### src/rtl/karatsuba_product_divider.sv
// karatsuba_product_divider: sequential restoring divider closing the loop on the Karatsuba
//   multiplier; 2N-bit dividend / N-bit divisor -> 2N-bit quotient, N-bit remainder.
// Latency: out_valid rises 2N cycles after the accepting edge (1 cycle for divide-by-zero).
// Backpressure: result held in DONE until out_ready; in_ready low while BUSY/DONE,
//   one operation per 2N+2 cycles.
// Ports: clk, rst_n (sync, active-low) | in_valid/in_ready, dividend[2N], divisor[N] |
//   out_valid/out_ready, quotient[2N], remainder[N], div_zero.
// Optional: define KARDIV_CHECK_EN to add chk_factor[N] (in) and mismatch (out), which
//   flag a result that is not exactly {0,chk_factor} with zero remainder.
module karatsuba_product_divider #(
  parameter int N = 2
) (
  input  logic           clk,
  input  logic           rst_n,
  input  logic           in_valid,
  output logic           in_ready,
  input  logic [2*N-1:0] dividend,
  input  logic [N-1:0]   divisor,
  output logic           out_valid,
  input  logic           out_ready,
  output logic [2*N-1:0] quotient,
  output logic [N-1:0]   remainder,
  output logic           div_zero
`ifdef KARDIV_CHECK_EN
  ,
  input  logic [N-1:0]   chk_factor,
  output logic           mismatch
`endif
);

  localparam int CW = $clog2(2*N+1);

  typedef enum logic [1:0] {S_IDLE, S_BUSY, S_DONE} state_t;

  state_t         r_state;
  logic [2*N-1:0] r_work;   // dividend shifts out the top, quotient bits shift in the bottom
  logic [N-1:0]   r_rem;
  logic [N-1:0]   r_dvs;
  logic [CW-1:0]  r_cnt;
  logic           r_dz;

  logic [N:0]     w_t;
  logic           w_ge;
  logic [N-1:0]   w_diff;

  // Partial remainder with the next dividend bit appended; one extra bit so the
  // compare never overflows.
  assign w_t  = {r_rem, r_work[2*N-1]};
  assign w_ge = (w_t >= {1'b0, r_dvs});
  // When w_ge holds the true difference is below the divisor, so the low N bits
  // of a modulo-2^N subtraction are exact.
  assign w_diff = w_t[N-1:0] - r_dvs;

  always_ff @(posedge clk) begin
    if (!rst_n) begin
      r_state <= S_IDLE;
      r_work  <= '0;
      r_rem   <= '0;
      r_dvs   <= '0;
      r_cnt   <= '0;
      r_dz    <= 1'b0;
    end else begin
      case (r_state)
        S_IDLE: begin
          if (in_valid) begin
            r_dvs   <= divisor;
            r_state <= S_BUSY;
            if (divisor == '0) begin
              // Saturated result is loaded now; one idle BUSY cycle gives the
              // single-cycle divide-by-zero latency.
              r_work <= '1;
              r_rem  <= '1;
              r_dz   <= 1'b1;
              r_cnt  <= CW'(1);
            end else begin
              r_work <= dividend;
              r_rem  <= '0;
              r_dz   <= 1'b0;
              r_cnt  <= CW'(2*N);
            end
          end
        end
        S_BUSY: begin
          if (!r_dz) begin
            r_work <= {r_work[2*N-2:0], w_ge};
            r_rem  <= w_ge ? w_diff : w_t[N-1:0];
          end
          r_cnt <= r_cnt - CW'(1);
          if (r_cnt == CW'(1)) begin
            r_state <= S_DONE;
          end
        end
        S_DONE: begin
          if (out_ready) begin
            r_state <= S_IDLE;
          end
        end
        default: r_state <= S_IDLE;
      endcase
    end
  end

  // Gated with rst_n so upstream never sees ready while the block is held in reset.
  assign in_ready  = rst_n & (r_state == S_IDLE);
  assign out_valid = (r_state == S_DONE);
  assign quotient  = r_work;
  assign remainder = r_rem;
  assign div_zero  = r_dz;

`ifdef KARDIV_CHECK_EN
  logic [N-1:0] r_chk;

  always_ff @(posedge clk) begin
    if (!rst_n) begin
      r_chk <= '0;
    end else if (r_state == S_IDLE && in_valid) begin
      r_chk <= chk_factor;
    end
  end

  assign mismatch = (r_state == S_DONE) &
                    ((r_work != {{N{1'b0}}, r_chk}) | (r_rem != '0) | r_dz);
`endif

endmodule
### config.mk
export PLATFORM = sky130hd
export DESIGN_NAME = karatsuba_product_divider
export DESIGN_NICKNAME = d
export VERILOG_FILES = /design/src/rtl/karatsuba_product_divider.sv
export SDC_FILE = /design/constraint.sdc
export NUM_CORES = 1
export LEC_CHECK = 0
export CAP_MARGIN = 40
export CORE_MARGIN = 2
export CORE_UTILIZATION = 40
export CTS_CLUSTER_DIAMETER = 60
export DETAILED_ROUTE_END_ITERATION = 8
export HOLD_SLACK_MARGIN = 0.06
export PLACE_DENSITY = 0.72
export SLEW_MARGIN = 15
export SYNTH_ARGS = -nofsm -noshare
export SYNTH_HDL_FRONTEND = slang
export SYNTH_SLANG_ARGS = --single-unit
### constraint.sdc
create_clock -name clk -period 1.8 [get_ports clk]
set_input_delay 0.45 -clock clk [delete_from_list [all_inputs] [get_ports clk]]
set_output_delay 0.45 -clock clk [all_outputs]
set_load 0.05 [all_outputs]
# After elaboration in Yosys (flattened, before gate mapping)
# Index checks and enable logic that the tools add are counted.
[totals]
ff_bits = 14
wordCells = 41
[op_classes]
n_addsub = 2
magnitude_cmp = 1
n_eq_ne = 7
mux = 17
bitwise_logic = 1
n_reduce_logical = 7
[ops]
columns = ["op", "count"]
rows = [
  ["$mux W2", 7],
  ["$mux W4", 3],
  ["$pmux W4 S2", 1],
  ["$mux W3", 2],
  ["$ne A2 B2 Y1 const B", 3],
  ["$pmux W2 S3", 1],
  ["$pmux W3 S2", 1],
  ["$reduce_and A3 Y1", 2],
  ["$logic_not A2 Y1", 2],
  ["$pmux W2 S2", 1],
  ["$reduce_and A2 Y1", 2],
  ["$eq A3 B1 Y1 const B", 1],
  ["$ge A3 B2 Y1", 1],
  ["$sub A3 B1 Y3 const B", 1],
  ["$eq A2 B1 Y1 const B", 1],
  ["$eq A2 B2 Y1 const B", 1],
  ["$ne A2 B1 Y1 const B", 1],
  ["$reduce_bool A2 Y1", 1],
  ["$sub A2 B2 Y2", 1],
  ["$and A1 B1 Y1", 1],
  ["$mux W1", 1],
]

# Depth between registers and ports, before layout
[depth]
ltp_word = 4
mapped_depth = 6
mapped_depth_nobuf = 6

# Worst setup path after synthesis
# Ideal clock, no wire load.
[synth_path]
path_kind = "input -> output"
start = "in rst_n"
end = "out in_ready"
t_arrival_ps = 1596
required_time_ps = 1350
slack_ps = -246
path_stages = 1
path_cell_list = "nor3b_1"
[synth_between]
elab_chain_len = 1
[synth_lines]
columns = ["element", "line_no", "text"]
rows = [
  ["start, declared", "14", "input logic rst_n,"],
  ["$and A1 B1 Y1", "104", "assign in_ready = rst_n & (r_state == S_IDLE);"],
  ["end, declared", "16", "output logic in_ready,"],
]
# Every way passes these cells.

# Final worst setup path
[layout_path]
start = "reg r_work[3], in the netlist quotient[3]"
end = "reg r_work[0], in the netlist quotient[0]"
[layout_between]
elab_chain_len = 3
[layout_lines]
columns = ["element", "line_no", "text"]
rows = [
  ["start, declared", "36", "logic [2*N-1:0] r_work;"],
  ["start signal, assigned", "76", "r_work <= dividend;"],
  ["start signal, assigned", "85", "r_work <= {r_work[2*N-2:0], w_ge};"],
  ["$ge A3 B2 Y1", "49", "assign w_ge = (w_t >= {1'b0, r_dvs});"],
  ["$mux W4", "84", "if (!r_dz) begin"],
  ["$pmux W4 S2", "63", "case (r_state)"],
]
# Every way passes these cells. The select of a mux whose other input is x is not followed.
# A chain may end at the register's enable or synchronous reset.

==> flow_summary.yaml <==
critical_path:
  worstSetupPathType: "register to register"
  critPathBufInv: 1
  cp_slowest_cell: "a2111oi_0"
  cp-end-kind: "register"
  slowest_delay_ns: 0.56
  crit_chain: "inv_1 > ha_1 > nand2b_1 > a2111oi_0 > nor3_1"
  arrival_ns: 1.88
  cp_max_fo: 4
  crit_family: "compound AO/OA/AOI/OAI gates"
  crit_required_ns: 1.96
  start_kind: "register"
route:
  antenna_left: 0
  drc: 0
  vias_per_cell: 5.33
  vias: 746
  routedWlPerCell_um: 12.8
  firstDrtPassIters: 4
  finalWirelength_mm: 1.80
  drt_iter0_drc: 10
clock_network:
  cts_buffers: 3
  insertion_delay_ns: 0.28
  cts_setup_buffers: 0
  cts_resized: 0
  cts_tree: "built"
  clk_pin_slew_ns: 0.09
  htree_levels: 1
  numClockSinks: 14
  cts_root_buf: "clkbuf_4"
  clock_tree.buffer_depth: 2
  hold_buffers: 0
logic_synthesis:
  yosysTopAreaCellShare_pct: 36.0
  yosysSeqAreaShare_pct: 36.0
  syn_inst: 91
  syn_nets: 105
  ys_types: 31
  ys_warn_count: 0
  synth_top_cell_by_area: "dfxtp_1"
  ys_ff_latch: 14
  synth_area_per_cell_um2: 8.57
  yosys-top-cells-area: "dfxtp_1, ha_1, o21ai_0"
  syn-cell-area_um2: 779
floorplanning:
  die_w_um: 48.1
  die_area_mm2: 0.00232
  die_height_um: 48.1
  io_pins: 19
  rows: 15
  core_area_mm2: 0.00178
  initial_core_util_pct: 43.7
power_and_ir_drop:
  p_leak_uw: 0.000444
  powerDensity_mw_per_mm2: 851
  ir_drop_mv: 0.373
timing:
  rsz0062_at_grt: "no"
  finClkSkew_ns: 0.00808
  hold_viol: 0
  finalCritPeriodShare_pct: 95.8
  setup_viol: 0
  finalMaxSlewViolations: 0
  slew_headroom_pct: 61.6
  min_period_ns: 1.73
  timing.fmax_ghz: 0.580
  worstMarginPinSlew_ns: 0.561
min_path:
  hp-class: "register to register"
finish:
  syn_to_final_growth_pct: 35.2
  final_util_pct: 59.1
  drive_above_1_share_pct: 21.7
  antenna_cells: 0
  fin_nets: 131
  finalNonFillerCells: 140
global_routing:
  grt_pass1_vias: 687
  antenna_found_initial: 0
  grt_overflow: 0
  grt_pass1_wl_mm: 2.80
  grt.total_usage_pct: 17.8
  grt_max_degree: 16
place:
  hpwl_mm: 1.38
  post-place-cells: 137
  io_buffers: 18
  place_congestion: 0.776
run:
  maxCapViolCount: 0
status:
  run_status: "finished, final reports clean"
-- cell usage in the layout, fill, tap and decap left out --
cell type / n
clkdlybuf4s50_1: 8
a21oi_2: 1
nand2_1: 6
nor2_1: 4
a21boi_0: 1
a21oi_1: 4
dfxtp_1: 13
and2_1: 2
dlymetal6s2s_1: 1
mux2i_1: 2
o2bb2ai_1: 1
o31ai_1: 1
or3b_1: 1
or2_2: 1
o21a_1: 2
nor3_1: 1
clkbuf_4: 3
o311ai_0: 1
inv_1: 5
o41ai_1: 1
nor2b_1: 7
buf_12: 2
a211oi_1: 1
o21ai_0: 9
dfxtp_2: 1
ha_1: 4
nand2b_1: 5
a21o_1: 1
a2111oi_0: 1
o22ai_1: 7
and3_1: 1
nor3b_4: 1
nor3_4: 1
buf_4: 15
-- synth_stat cells (all sizes together) --
master	number
buf	4
a2111oi	1
o21ai	9
or3b	1
nand2	6
a211oi	1
ha	4
inv	5
a21o	1
nor3b	1
o22ai	7
dfxtp	14
and2	2
nor2b	7
o311ai	1
o21a	2
a21boi	1
nor3	2
nand2b	5
a21oi	5
mux2i	2
o41ai	1
or2	1
clkbuf	1
nor2	4
and3	1
o31ai	1
o2bb2ai	1
-- final timing paths --
| path | startpoint | to | slack, ns | cells past startpoint |
|---|---|---|---|---|
| max | quotient[3] | quotient[0] | 0.07 | 5 |
| min | r_cnt[0] | r_cnt[0] | 0.49 | 1 |
| max reg2reg | quotient[3] | quotient[0] | 0.07 | 5 |
| min reg2reg | r_cnt[0] | r_cnt[0] | 0.49 | 1 |
-- cell families (layout without fill, tap and decap cells) --
logic type                 Yosys count  in the layout  synth area share [%]
muxes                                2              2                  2.57
AOI/OAI and AO/OA                   31             31                  25.4
adders and majority gates            4              4                  6.42
DFF                                 14             14                  36.0
and+or+nand+nor                     30             30                  22.5
buffers and inverters               10             34                  7.22
-- area by class of cell --
type / instances / area [um2]
multi-input cells: 67 / 454
fillers: 164 / 729
flip-flops and latches: 14 / 282
clock buffers: 3 / 22.5
repair buffers: 26 / 245
inverters: 5 / 18.8
well taps: 25 / 31.3
-- through the flow --
| stage | hold slack, ns | power [uW] | area, um2 | worst slack (ns) | TNS (ns) |
|---|---|---|---|---|---|
| floorplan | 0.450 | 604 | 785 | 0.0318 | 0 |
| global placement | 0.473 | 712 | 1020 | -0.0806 | -0.254 |
| detailed placement | 0.479 | 722 | 1020 | -0.116 | -0.383 |
| CTS | 0.492 | 895 | 1040 | 0.00782 | 0 |
| global route | 0.534 | 946 | 1050 | 0.0137 | 0 |
| finish | 0.491 | 897 | 1050 | 0.0750 | 0 |
-- sequential cells by signal (all words and copies together), names as in the netlist --
register   flops
r_cnt          3
r_dvs          2
quotient       4
r_state        2
remainder      2
div_zero       1
-- power by group --
part	switching [uW]	internal [uW]
clock network	101	77.7
logic	195	147
registers	32.3	345
-- layer usage --
layer  track usage, %  part of all wire (%)  vias up
met3             3.33                   5.1        5
met2             31.1                    46       19
li1                 -                     -      375
met5                0                     0        -
met1             20.9                    46      347
met4             8.11                   2.0        0
No activity file was read; power rests on OpenSTA's default activity.
